--- src/rtl/poscnt_pkg.sv ---
// poscnt_pkg: shared widths, sequencer states, write selects and velocity type for poscounter_array
package poscnt_pkg;
  localparam int VEL_MAG_MAX = 32;
  localparam logic WR_VEL = 1'b0;
  localparam logic WR_POS = 1'b1;
  typedef enum logic {IDLE, SWEEP} state_e;
  typedef struct packed {
    logic neg;
    logic [VEL_MAG_MAX-1:0] mag;
  } vel_t;
  function automatic int int_w(input int dac_w);
    return dac_w + 2;
  endfunction
  function automatic int acc_w(input int dac_w, input int frac_w);
    return int_w(dac_w) + frac_w;
  endfunction
endpackage

--- src/rtl/poscnt_dacmap.sv ---
// poscnt_dacmap: registers one channel's clamped DAC code and in-range flag from its integer position
module poscnt_dacmap #(
  parameter int DAC_W = 10,
  parameter int INT_W = 12
) (
  input  logic             clk,
  input  logic             reset,
  input  logic [INT_W-1:0] p,
  output logic [DAC_W-1:0] dacout,
  output logic             vld
);
  logic neg, over, vld_d, vld_q;
  logic [DAC_W-1:0] dac_d, dac_q;
  always_comb begin
    neg = p[INT_W-1];
    over = !neg && |p[INT_W-2:DAC_W];
    vld_d = !neg && !over;
    dac_d = neg ? '0 : over ? '1 : p[DAC_W-1:0];
  end
  always_ff @(posedge clk) begin
    if (reset) begin
      dac_q <= '0;
      vld_q <= 1'b0;
    end else begin
      dac_q <= dac_d;
      vld_q <= vld_d;
    end
  end
  assign dacout = dac_q;
  assign vld = vld_q;
endmodule

--- src/rtl/poscounter_array.sv ---
// poscounter_array: swept multi-channel position accumulator with shared adder; POSCNT_LIMIT_EN selects saturation and lim flags
module poscounter_array
  import poscnt_pkg::*;
#(
  parameter int CHANNELS = 4,
  parameter int DAC_W = 10,
  parameter int FRAC_W = 10,
  parameter int VEL_W = 10,
  localparam int INT_W = int_w(DAC_W),
  localparam int ACC_W = acc_w(DAC_W, FRAC_W),
  localparam int CW = CHANNELS > 1 ? $clog2(CHANNELS) : 1
) (
  input  logic                      clk,
  input  logic                      reset,
  input  logic                      tick,
  input  logic [CHANNELS-1:0]       run,
  input  logic                      wr_en,
  input  logic                      wr_sel,
  input  logic [CW-1:0]             wr_chan,
  input  logic [INT_W-1:0]          wr_data,
  input  logic                      ovr_clr,
  output logic                      busy,
  output logic                      sweep_done,
  output logic                      overrun,
  output logic [CHANNELS*DAC_W-1:0] dacout,
  output logic [CHANNELS-1:0]       vld
`ifdef POSCNT_LIMIT_EN
  ,output logic [CHANNELS-1:0]      lim
`endif
);
  state_e state_q, state_d;
  logic [CW-1:0] idx_q, idx_d;
  logic sweep_done_q, sweep_done_d, overrun_q, overrun_d, last;
  logic [ACC_W-1:0] acc_q [CHANNELS];
  logic [ACC_W-1:0] acc_d [CHANNELS];
  logic [VEL_W:0] vel_q [CHANNELS];
  logic [VEL_W:0] vel_d [CHANNELS];
  logic [CHANNELS-1:0] adv, pos_wr;
  vel_t vel;
  logic [ACC_W-1:0] cur, ext, nxt;
`ifdef POSCNT_LIMIT_EN
  logic [ACC_W:0] sum;
  logic sat;
  logic [CHANNELS-1:0] lim_q, lim_d;
`endif
  always_comb begin
    last = idx_q == CW'(CHANNELS - 1);
    state_d = state_q == IDLE ? (tick ? SWEEP : IDLE) : (last ? IDLE : SWEEP);
    idx_d = state_q == SWEEP && !last ? idx_q + 1'b1 : '0;
    sweep_done_d = state_q == SWEEP && last;
    overrun_d = (tick && state_q == SWEEP) || (overrun_q && !ovr_clr);
  end
  always_comb begin
    cur = acc_q[idx_q];
    vel = '{neg: vel_q[idx_q][VEL_W], mag: VEL_MAG_MAX'(vel_q[idx_q][VEL_W-1:0])};
    ext = ACC_W'(vel.mag);
`ifdef POSCNT_LIMIT_EN
    sum = vel.neg ? {cur[ACC_W-1], cur} - {1'b0, ext} : {cur[ACC_W-1], cur} + {1'b0, ext};
    sat = sum[ACC_W] != sum[ACC_W-1];
    nxt = sat ? {sum[ACC_W], {(ACC_W-1){~sum[ACC_W]}}} : sum[ACC_W-1:0];
`else
    nxt = vel.neg ? cur - ext : cur + ext;
`endif
  end
  always_comb begin
    for (int i = 0; i < CHANNELS; i++) begin
      adv[i] = state_q == SWEEP && idx_q == CW'(i) && run[i];
      pos_wr[i] = wr_en && wr_sel == WR_POS && wr_chan == CW'(i);
      acc_d[i] = pos_wr[i] ? {wr_data, FRAC_W'(0)} : adv[i] ? nxt : acc_q[i];
      vel_d[i] = wr_en && wr_sel == WR_VEL && wr_chan == CW'(i) ? wr_data[VEL_W:0] : vel_q[i];
`ifdef POSCNT_LIMIT_EN
      lim_d[i] = pos_wr[i] ? 1'b0 : lim_q[i] | (adv[i] & sat);
`endif
    end
  end
  always_ff @(posedge clk) begin
    if (reset) begin
      state_q <= IDLE;
      idx_q <= '0;
      sweep_done_q <= 1'b0;
      overrun_q <= 1'b0;
      for (int i = 0; i < CHANNELS; i++) begin
        acc_q[i] <= '0;
        vel_q[i] <= '0;
      end
`ifdef POSCNT_LIMIT_EN
      lim_q <= '0;
`endif
    end else begin
      state_q <= state_d;
      idx_q <= idx_d;
      sweep_done_q <= sweep_done_d;
      overrun_q <= overrun_d;
      for (int i = 0; i < CHANNELS; i++) begin
        acc_q[i] <= acc_d[i];
        vel_q[i] <= vel_d[i];
      end
`ifdef POSCNT_LIMIT_EN
      lim_q <= lim_d;
`endif
    end
  end
  for (genvar g = 0; g < CHANNELS; g++) begin : g_map
    poscnt_dacmap #(.DAC_W(DAC_W), .INT_W(INT_W)) u_map (
      .clk(clk),
      .reset(reset),
      .p(acc_q[g][ACC_W-1:FRAC_W]),
      .dacout(dacout[g*DAC_W +: DAC_W]),
      .vld(vld[g])
    );
  end
  assign busy = state_q == SWEEP;
  assign sweep_done = sweep_done_q;
  assign overrun = overrun_q;
`ifdef POSCNT_LIMIT_EN
  assign lim = lim_q;
`endif
endmodule

--- config.mk ---
export PLATFORM = sky130hd
export DESIGN_NAME = poscounter_array
export DESIGN_NICKNAME = d
export VERILOG_FILES = /design/src/rtl/poscnt_pkg.sv /design/src/rtl/poscnt_dacmap.sv /design/src/rtl/poscounter_array.sv
export SDC_FILE = /design/constraint.sdc
export NUM_CORES = 1
export LEC_CHECK = 0
export CORE_MARGIN = 5
export CORE_UTILIZATION = 40
export DETAILED_ROUTE_END_ITERATION = 8
export SLEW_MARGIN = 25
export SYNTH_ARGS = -nofsm -noshare
export SYNTH_HDL_FRONTEND = slang
export SYNTH_SLANG_ARGS = --single-unit
export TNS_END_PERCENT = 5
--- constraint.sdc ---
create_clock -name clk -period 7.7 [get_ports clk]
set_input_delay 1.54 -clock clk [delete_from_list [all_inputs] [get_ports clk]]
set_output_delay 1.54 -clock clk [all_outputs]
set_load 0.05 [all_outputs]
==> impl_metrics.py <==
metrics = {
    "power_and_ir_drop": {
        "p_int_mw": 1.61,
        "p_comb_share_pct": 19.1,
        "p_leak_nw": 3.77,
        "ir_worst_vdd_uv": 163,
        "swShare_pct": 32.3,
        "seqPwrFrac_pct": 44.1,
        "p_clk_share_pct": 36.8,
        "netSwitchingPower_mw": 0.768,
        "p_per_area_nw_per_um2": 225,
    },
    "clock_tree": {
        "path_clk_slew_ps": 80,
        "hold_buffers": 0,
        "clock_sinks": 181,
        "cts_buffers": 17,
        "clock_latency_ps": 440,
        "ctsLongestPathBuffers": 2,
        "post_cts_resized": 0,
        "cts_tree": "yes",
        "post-cts-setup-buffers": 0,
        "cts_root_buffer": "clkbuf_16",
        "htreeDepth": 4,
    },
    "status": {
        "outcome": "complete, no violations",
    },
    "placed_design": {
        "port_buffers": 70,
        "hpwl_um": 19800,
        "place_congestion": 0.956,
    },
    "logic_synthesis": {
        "synthTopCellsByCount": "137 x dfxtp_1, 114 x nand2_1, 79 x nor2_1, 76 x a21oi_1",
        "ys_ff_latch": 181,
        "synth_area_leaders": "dfxtp_1 30%, edfxtp_1 15%, mux4_2 7.4%, nand2_1 4.7%, a21oi_1 4.2%",
        "synth_nets": 999,
        "avgSynthCellArea_um2": 9.60,
        "synth_enable_flop_cells": 44,
        "synth.yosys.warnings": 0,
        "ys_seq_area_share_pct": 44.7,
        "synth-async-reset-ratio_pct": 0,
        "synthFlopType": "dfxtp_1",
        "synth_area_leader_cell": "dfxtp_1",
        "synth.distinct_cells": 64,
        "yosysMostFrequentCell": "dfxtp_1",
        "netlist_instances": 948,
        "syn_area_um2": 9100,
        "netlist.area_leader.share_pct": 30.1,
    },
    "timing": {
        "worst_pin_slew_ps": 1070,
        "max-slew-margin-rel_pct": 28.5,
        "timing.fmax_mhz": 196,
        "period_share_pct": 66.1,
        "final_max_slew_viol_count": 0,
        "rsz0062_at_grt": "false",
        "finClkSkew_ps": 14.6,
        "final_hold_viol_count": 0,
        "period_needed_ps": 5090,
        "fin_setup_tns_ps": 0,
        "finalSetupViolCount": 0,
    },
    "layout": {
        "diodes": 0,
        "drive_gt1_share_pct": 9.34,
        "finish.utilization_pct": 46.9,
        "nets": 1034,
        "area_delta_synth_final_pct": 15.8,
    },
    "floorplanning": {
        "core_area_um2": 22500,
        "start_util_pct": 40.4,
        "io_pins": 71,
        "rows": 55,
        "fp.dieW_um": 161,
        "die_h_um": 161,
        "dieArea_um2": 25900,
    },
    "routing": {
        "antenna_left": 0,
        "wirelength_um": 28300,
        "wire_per_inst_um": 22.1,
        "vias": 7631,
        "first_pass_iters": 5,
        "drc": 0,
        "via_per_inst": 5.96,
        "drt_iter0_markers": 813,
    },
    "run": {
        "maxCapViolCount": 0,
    },
    "grt": {
        "antenna_found_initial": 0,
        "grt_pass1_vias": 7355,
        "grt_first_pass_wirelength_um": 44000,
        "track_usage_pct": 21.8,
        "grt-ovfl-total": 0,
        "grt_max_degree": 50,
    },
    "critical_path": {
        "r2r_slack_ps": 2610,
        "worstPathMaxFanout": 22,
        "cp-end-kind": "flip-flop",
        "start_kind": "flip-flop",
        "worstPathRequired_ps": 8000,
        "cp_data_arrival_time_ps": 5400,
        "critPathKind": "flip-flop to flip-flop",
    },
    "hold_path": {
        "hold_path_class": "flip-flop to flip-flop",
    },
}
-- final timing paths --
| check | startpoint | to | depth (start not counted) |
|---|---|---|---|
| min reg2reg | acc_q[3][5] | acc_q[3][5] | 2 |
| min | acc_q[3][5] | acc_q[3][5] | 2 |
| max | idx_q[1] | acc_q[3][21] | 15 |
| max reg2reg | idx_q[1] | acc_q[3][21] | 15 |
-- cells by family after synthesis --
kind of cell	count (synthesis)	share of synthesized area (%)
flops	181	44.7
xor+xnor	21	2.02
compound gates	266	19.4
simple gates	330	17.2
buf+inv	82	3.75
fa+ha+maj	27	3.79
mux	41	9.17
-- per-layer routing --
| layer | share of wire (%) | global-route usage, % |
|---|---|---|
| met5 | 0.20 | 1.70 |
| met4 | 2.4 | 6.20 |
| met3 | 7.3 | 5.00 |
| met2 | 45 | 33.6 |
| met1 | 46 | 30.7 |
-- layout make-up --
| cell class | count | area [µm²] |
|---|---|---|
| Tap cell | 285 | 357 |
| Multi-Input combinational cell | 685 | 4700 |
| Inverter | 17 | 63.8 |
| Clock buffer | 17 | 425 |
| Timing Repair Buffer | 81 | 778 |
| Fill cell | 2048 | 12000 |
| Sequential cell | 181 | 4070 |
| Clock inverter | 15 | 153 |
-- power by group through the flow --
stage	Combinational [mW]	Sequential, mW	Clock (mW)
6_report	0.453	1.05	0.874
5_1_grt	0.488	1.05	0.913
4_1_cts	0.446	1.05	0.881
3_5_place_dp	0.442	1.07	0
3_3_place_gp	0.442	1.07	0
2_1_floorplan	0.287	1.09	0
-- through the flow --
step | instances | worst slack (ps) | total power, mW | hold slack, ps | instance area [µm²]
after global placement | 1249 | 2760 | 1.51 | 438 | 9960
after floorplan | 948 | 3610 | 1.37 | 433 | 9100
final | 1281 | 2610 | 2.38 | 456 | 10500
after CTS | 1281 | 2660 | 2.37 | 458 | 10500
after detailed placement | 1249 | 2670 | 1.51 | 447 | 9960
after global routing | 1281 | 2240 | 2.46 | 470 | 10500
-- worst max-delay path, cell delays in order (launching register included) --
cell and delay (ps):
dfxtp_1 800, buf_4 450, mux4_1 330, inv_1 70, ha_1 230, a31oi_1 400, a21oi_1 100, xor2_1 180
ha_1 370, a21oi_2 390, o21ai_1 150, and4_1 260, or4b_2 740, and3_4 250, o211ai_2 150, a21oi_2 80
-- layout by cell type (no fill, tap or decap), drive strengths merged, types with 9 or more instances in the layout --
cell type and instances:
ha 26, dfxtp 137, nor2 80, nor3 22, buf 12, clkdlybuf4s50 69
mux4 33, a21oi 79, xnor2 17, edfxtp 44, and2 49, a211oi 35
nand2 114, a21o 13, clkbuf 17, o21a 43, nand3 22, a31oi 9
o21ai 33, inv 27
-- sequential cells by signal, summed over array words and instances (netlist names) --
| name | flops |
|---|---|
| acc_q | 88 |
| busy | 1 |
| g_map.u_map.dacout | 40 |
| g_map.u_map.vld | 4 |
| idx_q | 2 |
| overrun | 1 |
| sweep_done | 1 |
| vel_q | 44 |
Power figures use the tool's default switching activity.
==> RTL change: new RTL, same settings <==
The option `POSCNT_LIMIT_EN` is turned on by a define.
--- a/src/rtl/poscounter_array.sv
+++ b/src/rtl/poscounter_array.sv
@@ -1,2 +1,4 @@
 // poscounter_array: swept multi-channel position accumulator with shared adder; POSCNT_LIMIT_EN selects saturation and lim flags
+`define POSCNT_LIMIT_EN
+
 module poscounter_array
Check against the original RTL (old outputs only; new: lim): not equivalent (Yosys sat finds a counterexample within 10 cycles, from zero or initial values and one cycle with reset high).
==> RTL change against the unedited design <==
- setup slack worse by 0.77 ns
- die area grew 4.4%
- via count grew 6.1%
- power is 6.7% higher
- final area up 4.7%
- critical endpoint is now acc_q[2][19]
- sequential cell count grew 4
- clock power rose by 0.7%
- wire length increased by 6.5%
- area after synthesis up 4.7%
- combinational power grew 28%
==> RTL change: results <==
set metrics [dict create \
    largest_register_ffs 88 \
    tightest_slew_ns 0.9690 \
    topRoutingLayerUsed "met4" \
    synthTopCellsByCount "dfxtp_1 (141), a21oi_1 (60), nor2_1 (59)" \
    dp_hpwl_mm 21.06 \
    fin_nets 1056 \
    cts_root_buffer "clkbuf_16" \
    yosysSeqAreaShare 0.4348 \
    critPathMaxStageDelay_ns 0.86 \
    gp_congestion 0.9192 \
    fill_cells 2186 \
    crit_fanout 28 \
    clkSinkCount 185 \
    wirelength_mm 30.08 \
    status "completed" \
    synthDistinctLibCells 71 \
    clk_pin_slew_ns 0.08 \
    clockBufferDepth 2 \
    insertedDiodeCount 0 \
    hold_class "register to register" \
    clock_skew_ns 0.01300 \
    track_usage 0.2265 \
    place.port_buffers 74 \
    ys_async_sr_fraction 0 \
    place_area_um2 10450 \
    route.met3.wl_mm 2.009 \
    wl_met1_mm 13.51 \
    grt_pass1_vias 7893 \
    cp_top_family "simple AND/OR/NAND/NOR gates" \
    synth_warnings 0 \
    drtPass1Iterations 6 \
    leakagePower_nw 3.955 \
    wl_met2_mm 13.87 \
    synthesis.nets 1019 \
    grt_first_pass_wirelength_mm 46.61 \
    synth-main-ff-cell "dfxtp_1" \
    cts_made_buffers 17 \
    ir_worst_vdd_mv 0.1407 \
    antenna_found_initial 0 \
    vias 8100 \
    post_route_cells_drive_above_1_share 0.09931 \
    max_flop_register "acc_q" \
    cts_setup_buffers 0 \
    drtIter0Drc 903 \
    arrival_ns 6.20 \
    htree_num_levels 4 \
    cp_slowest_cell "dfxtp_2" \
    synth-edff-count 44 \
    synth_area_leaders "dfxtp_1 (30%), edfxtp_1 (14%), mux4_2 (7.6%), o21a_1 (3.6%), ha_1 (3.5%)" \
    clock_latency_ns 0.44 \
    grt_max_degree 68 \
    cts_repair_resize_count 0 \
]
RTL change: changes by cell type after synthesis, sizes merged, moves of 7 or more:
cell     change
nand2       -61
o2111ai     +10
o22ai       +24
nor2        -21
a21oi       -19
nand2b       +9
nand3       +12
o21ai       +34
and3         +7
a22oi        -7
RTL change: path summary, 6_finish.rpt:
kind                               start            to  slack (ns)  cells past startpoint
worst max-delay path            idx_q[0]  acc_q[2][19]        1.84                     15
worst max register to register  idx_q[0]  acc_q[2][19]        1.84                     15
worst min-delay path              lim[0]        lim[0]        0.45                      2
worst min register to register    lim[0]        lim[0]        0.45                      2
RTL change: worst min-delay path, cell delays in order, from the launching register on:
cell and delay, ns:
dfxtp_1 0.31, inv_1 0.05, a21oi_1 0.05
RTL change: metrics by stage:
stage               std cells  setup WS (ns)  utilization
floorplan                 967          2.659            -
global placement         1304          1.953       0.4453
detailed placement       1304          1.928       0.4453
CTS                      1336          1.837       0.4702
global route             1336          1.323       0.4702
finish                   1336          1.837       0.4702
RTL change: cell type report:
cell class | instances | area (um^2) | share of cell area
multi-input cells | 696 | 5017 | 0.4546
flip-flops and latches | 185 | 4146 | 0.3757
repair buffers | 85 | 818.3 | 0.07414
clock buffers | 17 | 425.4 | 0.03854
well taps | 319 | 399.1 | 0.03616
clock inverters | 15 | 158.9 | 0.01440
inverters | 19 | 71.32 | 0.006462
RTL change: power by group:
| group | total [mW] | leakage [nW] | internal [mW] | switching [mW] |
|---|---|---|---|---|
| logic | 0.578 | 2.09 | 0.199 | 0.379 |
| registers | 1.08 | 1.57 | 1.04 | 0.0349 |
| clock network | 0.880 | 0.290 | 0.449 | 0.431 |
RTL change: logic make-up after synthesis:
logic type      count (synthesis)  synth area share
mux                            38           0.08191
compound gates                323            0.2280
simple gates                  281            0.1541
flops                         185            0.4348
fa+ha+maj                      31           0.04082
xor+xnor                       23           0.02113
buf+inv                        86           0.03925
RTL change: routing by layer:
metal,track usage,vias up
met4,0.07091,0
li1,-,3731
met2,0.3544,347
met5,0,-
met3,0.03739,49
met1,0.3217,3973
